**src/rtl/ysyx_25030081_rf_wb_arb.sv**
```systemverilog
// Write-back arbiter for the single GPR write port (ex vs lsu, round-robin) plus RAW scoreboard.
// Optional macro YSYX_25030081_WB_BYPASS_EN: masks busy for a register being written this cycle and exports its data.
module ysyx_25030081_rf_wb_arb #(
    parameter int RF_ADDR_WIDTH = 5,
    parameter int DATA_WIDTH    = 32
) (
    input  logic                     clk,
    input  logic                     rst,
    input  logic                     wb_stall,
    input  logic                     ex_valid,
    output logic                     ex_ready,
    input  logic [RF_ADDR_WIDTH-1:0] ex_waddr,
    input  logic [DATA_WIDTH-1:0]    ex_wdata,
    input  logic                     lsu_valid,
    output logic                     lsu_ready,
    input  logic [RF_ADDR_WIDTH-1:0] lsu_waddr,
    input  logic [DATA_WIDTH-1:0]    lsu_wdata,
    output logic                     rf_wen,
    output logic [RF_ADDR_WIDTH-1:0] rf_waddr,
    output logic [DATA_WIDTH-1:0]    rf_wdata,
    input  logic                     sb_set,
    input  logic [RF_ADDR_WIDTH-1:0] sb_set_addr,
    input  logic [RF_ADDR_WIDTH-1:0] sb_raddr1,
    input  logic [RF_ADDR_WIDTH-1:0] sb_raddr2,
    output logic                     sb_busy1,
    output logic                     sb_busy2,
    output logic [31:0]              wb_cnt
`ifdef YSYX_25030081_WB_BYPASS_EN
    ,
    output logic [DATA_WIDTH-1:0]    bypass_data1,
    output logic [DATA_WIDTH-1:0]    bypass_data2
`endif
);

    localparam logic GRANT_EX  = 1'b0;
    localparam logic GRANT_LSU = 1'b1;
    localparam int   NUM_REGS  = 1 << RF_ADDR_WIDTH;

    logic                     r_last_grant;
    logic                     r_rf_wen;
    logic [RF_ADDR_WIDTH-1:0] r_rf_waddr;
    logic [DATA_WIDTH-1:0]    r_rf_wdata;
    logic [31:0]              r_wb_cnt;
    logic [NUM_REGS-1:0]      r_busy;

    logic                     w_ex_grant;
    logic                     w_lsu_grant;
    logic                     w_xfer;
    logic [RF_ADDR_WIDTH-1:0] w_sel_addr;
    logic [DATA_WIDTH-1:0]    w_sel_data;
    logic [NUM_REGS-1:0]      w_busy_nxt;
    logic                     w_raw_busy1;
    logic                     w_raw_busy2;

    // On a conflict the producer that did not win last time gets the port.
    always_comb begin
        w_ex_grant  = 1'b0;
        w_lsu_grant = 1'b0;
        if (!wb_stall) begin
            if (ex_valid && lsu_valid) begin
                w_ex_grant  = (r_last_grant == GRANT_LSU);
                w_lsu_grant = (r_last_grant == GRANT_EX);
            end else begin
                w_ex_grant  = ex_valid;
                w_lsu_grant = lsu_valid;
            end
        end
    end

    assign ex_ready   = w_ex_grant;
    assign lsu_ready  = w_lsu_grant;
    assign w_xfer     = w_ex_grant | w_lsu_grant;
    assign w_sel_addr = w_ex_grant ? ex_waddr : lsu_waddr;
    assign w_sel_data = w_ex_grant ? ex_wdata : lsu_wdata;

    // A new producer issued in the same cycle as the old one retires keeps the register busy.
    always_comb begin
        w_busy_nxt = r_busy;
        if (r_rf_wen) begin
            w_busy_nxt[r_rf_waddr] = 1'b0;
        end
        if (sb_set && (sb_set_addr != '0)) begin
            w_busy_nxt[sb_set_addr] = 1'b1;
        end
        w_busy_nxt[0] = 1'b0;
    end

    always_ff @(posedge clk or posedge rst) begin
        if (rst) begin
            r_last_grant <= GRANT_LSU;
            r_rf_wen     <= 1'b0;
            r_rf_waddr   <= '0;
            r_rf_wdata   <= '0;
            r_wb_cnt     <= '0;
            r_busy       <= '0;
        end else begin
            r_rf_wen <= w_xfer && (w_sel_addr != '0);
            if (w_xfer) begin
                r_last_grant <= w_ex_grant ? GRANT_EX : GRANT_LSU;
                r_rf_waddr   <= w_sel_addr;
                r_rf_wdata   <= w_sel_data;
            end
            if (r_rf_wen) begin
                r_wb_cnt <= r_wb_cnt + 32'd1;
            end
            r_busy <= w_busy_nxt;
        end
    end

    assign rf_wen      = r_rf_wen;
    assign rf_waddr    = r_rf_waddr;
    assign rf_wdata    = r_rf_wdata;
    assign wb_cnt      = r_wb_cnt;
    assign w_raw_busy1 = r_busy[sb_raddr1];
    assign w_raw_busy2 = r_busy[sb_raddr2];

`ifdef YSYX_25030081_WB_BYPASS_EN
    logic w_byp1;
    logic w_byp2;

    assign w_byp1       = r_rf_wen && (r_rf_waddr == sb_raddr1) && !(sb_set && (sb_set_addr == sb_raddr1));
    assign w_byp2       = r_rf_wen && (r_rf_waddr == sb_raddr2) && !(sb_set && (sb_set_addr == sb_raddr2));
    assign sb_busy1     = w_raw_busy1 & ~w_byp1;
    assign sb_busy2     = w_raw_busy2 & ~w_byp2;
    assign bypass_data1 = r_rf_wdata;
    assign bypass_data2 = r_rf_wdata;
`else
    assign sb_busy1 = w_raw_busy1;
    assign sb_busy2 = w_raw_busy2;
`endif

endmodule

```
**config.mk**
```make
export PLATFORM = sky130hd
export DESIGN_NAME = ysyx_25030081_rf_wb_arb
export DESIGN_NICKNAME = d
export VERILOG_FILES = /design/src/rtl/ysyx_25030081_rf_wb_arb.sv
export SDC_FILE = /design/constraint.sdc
export NUM_CORES = 1
export LEC_CHECK = 0
export BUFFER_PORTS_ARGS = -buffer_cell sky130_fd_sc_hd__buf_2
export CAP_MARGIN = 0
export CORE_ASPECT_RATIO = 0.5
export CORE_MARGIN = 2
export CORE_UTILIZATION = 45
export DETAILED_ROUTE_END_ITERATION = 16
export PLACE_DENSITY = 0.8
export SLEW_MARGIN = 40
export SYNTH_ARGS = -nofsm -noshare
export SYNTH_HDL_FRONTEND = slang
export SYNTH_SLANG_ARGS = --single-unit
export TNS_END_PERCENT = 20
```
**constraint.sdc**
```tcl
create_clock -name clk -period 3.4 [get_ports clk]
set_input_delay 0.51 -clock clk [delete_from_list [all_inputs] [get_ports clk]]
set_output_delay 0.51 -clock clk [all_outputs]
set_load 0.01 [all_outputs]
```
==> flow_summary.toml, run 1 <==
[timing]
finClkSkew_ns = 0.0100
finalMaxSlewViolations = 0
timing_hold_violations_final = 0
finalCritPeriodShare = 0.661
period_needed_ns = 2.25
clock.fmax_ghz = 0.445
tns_ns = 0
grt_setup_unrepaired = "false"
max-slew-margin-rel = 0.555
setup_viol_count_final = 0
worst_pin_slew_ns = 0.665

[synth]
yosys_warnings = 0
syn_inst = 463
syn_nets = 559
synth_cell_types = 42
netlist.area_leader.share = 0.508
synth_top_cell_by_area = "dfrtp_1"
seq_area_frac_synth = 0.513
avgSynthCellArea_um2 = 10.7
ys_ff_latch = 102
syn_area_um2 = 4970
ys_top_cells_by_area = "dfrtp_1, o21ai_0, a222oi_1"

[die]
fp-row-count = 27
die-area_um2 = 12000
initial_utilization = 0.457
core_area_um2 = 10900
die_h_um = 78.3
ioPinCount = 169
dieWidth_um = 153

[final_layout]
num-nets-final = 722
area_growth_pct = 25.5
insertedDiodeCount = 0
fillCellCount = 951
layout.area.seq_um2 = 2550
final_cell_area_um2 = 6240
multi_input_area_um2 = 2190
drive_above_1_share = 0.338

[run]
maxCapViolations = 0

[global_routing]
grt_max_degree = 69
groute.usage.overall = 0.224
gr-total-overflow = 0
grt_pass1_wl_um = 21700
use_met1 = 0.296
use_met2 = 0.382
grt_util_met3 = 0.0469
grt_pass1_vias = 4334
busiest_layer = "met2"
antenna_found_initial = 0

[pwr]
power_mw = 3.47
p_leak_nw = 3.06
power_density_nw_per_um2 = 556
peakVddDrop_v = 0.000295

[routing]
first_iter_violations = 471
wl_per_cell_um = 16.9
drc_errors = 0
routed_wl_um = 13100
first_pass_iters = 9
vias = 4452
ant_nets = 0
viasPerCell = 5.74

[clocking]
h-tree-depth = 3
clock-sinks = 102
cts_hold_buf = 0
clk_pin_slew_ns = 0.07
root_buffer = "clkbuf_16"
cts_resized = 0
insertion_delay_ns = 0.34
cts_buffers = 9
postCtsSetupRepairBufs = 0
cts_tree = "built"
clock_path_buffers = 2

[place]
io_buffer_count = 168
dpl_cell_area_um2 = 5960
dp_hpwl_um = 9840
gp_congestion = 0.831

[worst_setup_path]
arrival_ns = 1.74
crit_chain = "mux4_2, nand2b_1, o211ai_1, nand4_1, buf_2"
crit_path_max_incr_delay_ns = 0.46
critPathRequiredTime_ns = 2.89
endpoint_kind = "primary output"
cp-start-kind = "flip-flop"
crit_fanout = 3
crit_slowest_cell = "mux4_2"
critical_path_class = "reg2out"

[worst_hold_path]
hold_class = "in2async"

[status]
status = "finished clean"
-- cell families (layout without fill, tap and decap cells) --
kind of cell,count (synthesis),after routing,synth area share
xor+xnor,31,31,0.0546
mux,30,30,0.0757
compound gates,120,120,0.161
fa+ha+maj,1,1,0.00252
flops,102,102,0.513
simple gates,119,119,0.142
buf+inv,60,228,0.0508
-- worst max-delay path, delay by kind of cell (launching register included) --
kind / cells / cell delay [ns]
AOI/OAI and AO/OA: 1 / 0.11
buffers and inverters: 1 / 0.15
and+or+nand+nor: 2 / 0.27
DFF: 1 / 0.41
muxes: 1 / 0.46
-- per-stage QoR --
stage	instances	hold slack, ns	utilization	worst slack [ns]
6_report	776	0.246	0.574	1.15
5_1_grt	776	0.300	0.574	1.02
4_1_cts	776	0.373	0.573	1.14
3_5_place_dp	760	0.457	0.548	1.14
3_3_place_gp	760	0.456	0.547	1.18
2_1_floorplan	463	0.470	-	0.216
-- metal layers --
metal	wire length, um	share of wire
met1	5580	0.42
met2	6560	0.50
met3	805	0.061
met4	196	0.015
met5	0	0
-- final cells by class --
| cell class | instances | share of cell area |
|---|---|---|
| clock inverters | 7 | 0.00902 |
| repair buffers | 174 | 0.142 |
| clock buffers | 9 | 0.0361 |
| well taps | 145 | 0.0291 |
| multi-input cells | 301 | 0.351 |
| inverters | 38 | 0.0237 |
| flip-flops and latches | 102 | 0.409 |
-- report_power, final --
group	internal [mW]	switching, mW	leakage, nW
registers	1.46	0.259	1.24
clock network	0.504	0.459	0.130
logic	0.379	0.405	1.69
total	2.35	1.12	3.06
-- final timing paths --
check	startpoint	endpoint	slack (ns)	cells past startpoint
setup reg to reg	r_last_grant	rf_wdata[9]	1.59	5
min in group clk	lsu_wdata[17]	rf_wdata[17]	0.39	3
setup / recovery	r_busy[7]	sb_busy1	1.15	5
max in group asynchronous	rst	wb_cnt[18]	2.45	3
hold reg to reg	wb_cnt[31]	wb_cnt[31]	0.47	1
hold / removal	rst	wb_cnt[31]	0.25	2
-- Yosys cell counts, drive strengths merged --
library cell / n
mux4: 6
xnor2: 23
dfstp: 1
and4: 3
nand2b: 6
nor4: 2
and4bb: 1
o2111ai: 2
a22oi: 4
nor2b: 4
o211ai: 2
dfrtp: 101
a222oi: 32
nor2: 14
or3b: 4
a21oi: 8
ha: 1
mux2i: 23
nand4: 12
mux2: 1
o21bai: 1
nor3: 6
nand3: 22
a211oi: 2
clkbuf: 9
xor2: 8
or3: 2
o21ai: 68
or4: 1
buf: 13
inv: 38
nand3b: 10
a221oi: 1
nand2: 27
and3: 4
nand4b: 1
-- cell usage in the layout, fill, tap and decap left out, types with 6 or more instances in the layout --
master	instances
nand2b_1	6
mux4_2	6
nand4_1	9
nand3_1	22
dfrtp_1	101
nand2_1	27
buf_2	168
buf_4	6
nor2_1	14
a21oi_1	6
mux2i_1	23
o21ai_0	68
inv_1	37
xor2_1	8
nand3b_1	10
clkbuf_16	9
a222oi_1	32
xnor2_1	23
-- sequential cells by signal, indices dropped and copies added (netlist names) --
| signal | count |
|---|---|
| wb_cnt | 32 |
| rf_wen | 1 |
| r_busy | 31 |
| rf_waddr | 5 |
| r_last_grant | 1 |
| rf_wdata | 32 |
No activity file was read; power rests on OpenSTA's default activity.
==> inputs of run 2 (changes only) <==
Clock period 3.4 ns to 2 ns, I/O delays scaled along.
==> run 2 against run 1 <==
  * The flow now finishes with violations (setup timing)
  * First-iteration DRC count is 26% lower
  * Worst hold slack worse by 0.24 ns
  * Clock skew is 0.0026 ns lower
  * Register-to-register slack worse by 1.3 ns
  * Non-clock buffer count is 5 higher
  * Critical path depth stayed put
  * Setup slack worse by 1.2 ns
  * Utilization is 0.87 points higher
  * Cell count is 0.64% higher
  * Combinational power is 79% higher
  * Critical endpoint is now sb_busy2
==> flow_summary.toml, run 2 (synthesis gave the netlist of run 1 again) <==
[routing]
routed_wl_um = 12700
drc_errors = 0
ant_nets = 0
vias = 4426
first_pass_iters = 9
wl_per_cell_um = 16.3
first_iter_violations = 350
viasPerCell = 5.67

[final_layout]
insertedDiodeCount = 0
area_growth_pct = 27.4
fillCellCount = 946
final_cell_mix = "buf_2, dfrtp_1, o21ai_0, inv_1, a222oi_1"
final_common_cell = "buf_2"
drive_above_1_share = 0.346
num-nets-final = 727
multi_input_area_um2 = 2200
layout.area.seq_um2 = 2550

[clocking]
clock_path_buffers = 2
cts_buffers = 9
root_buffer = "clkbuf_16"
h-tree-depth = 3
clk_pin_slew_ns = 0.07
clock-sinks = 102
insertion_delay_ns = 0.33
cts_hold_buf = 0
cts_tree = "built"

[global_routing]
grt_pass1_vias = 4240
gr-total-overflow = 0
grt_pass1_wl_um = 20500
grt_max_degree = 55
groute.usage.overall = 0.212
antenna_found_initial = 0

[worst_setup_path]
r2r-start = "wb_cnt[0]"
crit_fanout = 3
endpoint_kind = "primary output"
startpoint = "r_busy[7]"
critPathRequiredTime_ns = 1.70
cp-start-kind = "flip-flop"
arrival_ns = 1.72
critical_path_class = "reg2out"

[timing]
setup_viol_count_final = 2
finalCritPeriodShare = 1.01
tns_ns = -0.0264
worst_pin_slew_ns = 0.526
finClkSkew_ns = 0.00745
timing_hold_violations_final = 0
max-slew-margin-rel = 0.648
fin_ws_ns = -0.0198
grt_setup_unrepaired = "true"
hold_ws_ns = 0.00193
finalMaxSlewViolations = 0
clock.fmax_ghz = 0.495
period_needed_ns = 2.02

[place]
io_buffer_count = 168
detailedPlace.worstSlack_ns = 0.177
dp_hpwl_um = 9470
gp_congestion = 0.871

[die]
core_area_um2 = 10900
fp-row-count = 27
die-area_um2 = 12000
dieWidth_um = 153
initial_utilization = 0.457
ioPinCount = 169
die_h_um = 78.3

[pwr]
p_leak_nw = 3.13
peakVddDrop_v = 0.000428
power_density_nw_per_um2 = 959

[status]
violations = "setup timing"
status = "finished with violations"

[worst_hold_path]
hold_class = "in2async"

[run]
maxCapViolations = 0
==> run 2: cell types whose count changed in the layout (fill, tap and decap cells not counted), sizes merged <==
cell      change
clkinvlp      -2
clkinv        -1
clkbuf        +3
buf           +5
bufinv        +1
inv           -1
==> run 2: final timing paths <==
check / endpoint / slack (ns) / cells after the start
setup / recovery: sb_busy2 / -0.02 / 5
hold / removal: wb_cnt[26] / 0.002 / 2
setup reg to reg: wb_cnt[12] / 0.30 / 5
hold reg to reg: wb_cnt[31] / 0.47 / 1
max in group asynchronous: rf_wdata[31] / 1.36 / 3
min in group clk: rf_wdata[16] / 0.18 / 3
==> run 2: area by class of cell <==
cell class,instances,share of cell area
tap,145,0.0286
multi-input combinational,301,0.348
sequential,102,0.403
timing repair buffer,179,0.148
inverter,38,0.0231
clock buffer,12,0.0405
clock inverter,4,0.00830
==> run 2: what timing repair did <==
item	4_1_cts	5_1_grt
pin swaps	4	1
gates resized for setup	2	2
endpoints found under the setup margin	2	3
setup buffers	0	2
==> run 2: per-stage QoR <==
step | power, mW | utilization | std cells | instance area [um^2]
5_1_grt | 6.42 | 0.582 | 781 | 6330
3_5_place_dp | 4.27 | 0.550 | 763 | 5980
4_1_cts | 6.08 | 0.580 | 779 | 6310
2_1_floorplan | 3.67 | - | 463 | 4980
6_report | 6.08 | 0.582 | 781 | 6330
3_3_place_gp | 4.21 | 0.550 | 763 | 5980
==> run 2: power breakdown <==
group | switching (mW) | internal (mW) | leakage (nW)
Combinational | 0.709 | 0.687 | 1.74
Clock | 0.731 | 1.05 | 0.154
Sequential | 0.418 | 2.49 | 1.24
Total | 1.86 | 4.22 | 3.13
==> run 2: per-layer routing <==
metal / part of all wire / vias to the layer above / track usage
li1: - / 2053 / -
met1: 0.43 / 2188 / 0.277
met2: 0.50 / 159 / 0.357
met3: 0.050 / 26 / 0.0436
met4: 0.021 / 0 / 0.0769
met5: 0 / - / 0
==> run 2: critical path: stages (launching register included) <==
cell,delay (ns)
dfrtp_1,0.41
mux4_2,0.47
nand2b_4,0.15
o211ai_1,0.10
nand4_1,0.11
buf_2,0.15
==> inputs of run 3 (changes only) <==
==> constraint.sdc (replaced) <==
create_clock -name clk -period 2 [get_ports clk]
set_input_delay 0.4 -clock clk [delete_from_list [all_inputs] [get_ports clk]]
set_output_delay 0.4 -clock clk [all_outputs]
set_load 0.01 [all_outputs]
==> run 3 against run 2 <==
  * The flow still finishes with violations (setup timing)
  * Global-route usage grew 0.32 points
  * Flip-flop and latch count stayed put
  * Combinational power barely moved
  * Setup slack worse by 0.11 ns
==> flow_summary.toml, run 3 (synthesis gave the netlist of run 1 again) <==
[status]
status = "finished with violations"
violations = "setup timing"

[worst_setup_path]
endpoint_kind = "primary output"
worstRegToRegCells = 5
critPathRequiredTime_ns = 1.60
rr_endpoint = "wb_cnt[24]"
arrival_ns = 1.73
crit_fanout = 3
critical_path_class = "reg2out"
cp-start-kind = "flip-flop"
regToRegSetupSlack_ns = 0.30
r2r-start = "wb_cnt[1]"

[final_layout]
area_growth_pct = 27.6
fin_util = 0.584
layout.area.seq_um2 = 2550
drive_above_1_share = 0.352
final_common_cell = "buf_2"
final_cell_area_um2 = 6350
fin_cells = 782
final_cell_mix = "buf_2, dfrtp_1, o21ai_0, inv_1, a222oi_1"
multi_input_area_um2 = 2220
insertedDiodeCount = 0
num-nets-final = 728
fillCellCount = 924

[global_routing]
grt_pass1_wl_um = 20900
groute.usage.overall = 0.216
antenna_found_initial = 0
grt_pass1_vias = 4227
gr-total-overflow = 0
grt_max_degree = 62

[timing]
hold_ws_ns = 0.0622
fin_ws_ns = -0.131
period_needed_ns = 2.13
timing_hold_violations_final = 0
max-slew-margin-rel = 0.662
tns_ns = -0.227
finalCritPeriodShare = 1.07
finClkSkew_ns = 0.00672
setup_viol_count_final = 2
finalMaxSlewViolations = 0
worst_pin_slew_ns = 0.506
clock.fmax_ghz = 0.469
grt_setup_unrepaired = "true"

[run]
maxCapViolations = 0

[pwr]
peakVddDrop_v = 0.000514
power_density_nw_per_um2 = 956
power_mw = 6.07
p_leak_nw = 3.14

[clocking]
clock-sinks = 102
clk_pin_slew_ns = 0.07
cts_buffers = 9
clock_path_buffers = 2
insertion_delay_ns = 0.34
cts_tree = "built"
cts_hold_buf = 0
h-tree-depth = 3
root_buffer = "clkbuf_16"

[place]
dpl_cell_area_um2 = 6010
dp_cells = 766
io_buffer_count = 168
dp_hpwl_um = 9750
detailedPlace.worstSlack_ns = 0.00142
gp_congestion = 0.879

[routing]
drc_errors = 0
viasPerCell = 5.65
wl_per_cell_um = 16.8
routed_wl_um = 13200
ant_nets = 0
first_iter_violations = 411
first_pass_iters = 8
vias = 4416

[die]
dieWidth_um = 153
fp-row-count = 27
die_h_um = 78.3
ioPinCount = 169
initial_utilization = 0.457
die-area_um2 = 12000
core_area_um2 = 10900

[worst_hold_path]
hold_class = "in2async"
==> run 3: changes by cell type in the layout (fill, tap and decap cells not counted), sizes merged <==
cell,before,now
clkbuf,12,10
buf,179,180
clkinv,1,2
clkinvlp,1,2
==> run 3: critical path, cell delays in order (launching register included) <==
cell and delay, ns:
dfrtp_1 0.42, mux4_2 0.47, nand2b_4 0.14, o211ai_1 0.09, nand4_1 0.12, buf_2 0.15
==> run 3: area by class of cell <==
type	instances	share of cell area
Clock buffer	10	0.0361
Clock inverter	6	0.0108
Inverter	38	0.0231
Multi-Input combinational cell	301	0.350
Sequential cell	102	0.402
Tap cell	145	0.0286
Timing Repair Buffer	180	0.149
==> run 3: metal layers <==
metal  track usage  up-vias  part of all wire
li1              -     2050                 -
met1         0.277     2195              0.43
met2         0.373      151              0.51
met3        0.0475       20             0.052
met4        0.0611        0             0.016
met5             0        -                 0
==> run 3: how the worst max path moves through the flow <==
stage | to | depth (start not counted) | startpoint | slack (ns)
final | sb_busy1 | 5 | r_busy[6] | -0.13
after global routing | sb_busy1 | 5 | r_busy[23] | -0.22
after CTS | sb_busy1 | 5 | r_busy[6] | -0.13
after detailed placement | sb_busy1 | 6 | sb_raddr1[0] | 0.001
after global placement | sb_busy1 | 6 | sb_raddr1[0] | 0.04
after floorplan | sb_busy1 | 5 | sb_raddr1[0] | 0.15
==> run 3: what timing repair did <==
item | 4_1_cts | 5_1_grt
resized for setup | 6 | 0
setup buffers | 0 | 0
pin swaps | 4 | 2
endpoints found under the setup margin | 2 | 2
==> run 3: where the power goes <==
group          leakage [nW]  switching, mW  internal, mW  total (mW)
combinational          1.76          0.723         0.694        1.42
clock                 0.143          0.765         0.980        1.74
sequential             1.24          0.418          2.49        2.91
total                  3.14           1.91          4.16        6.07
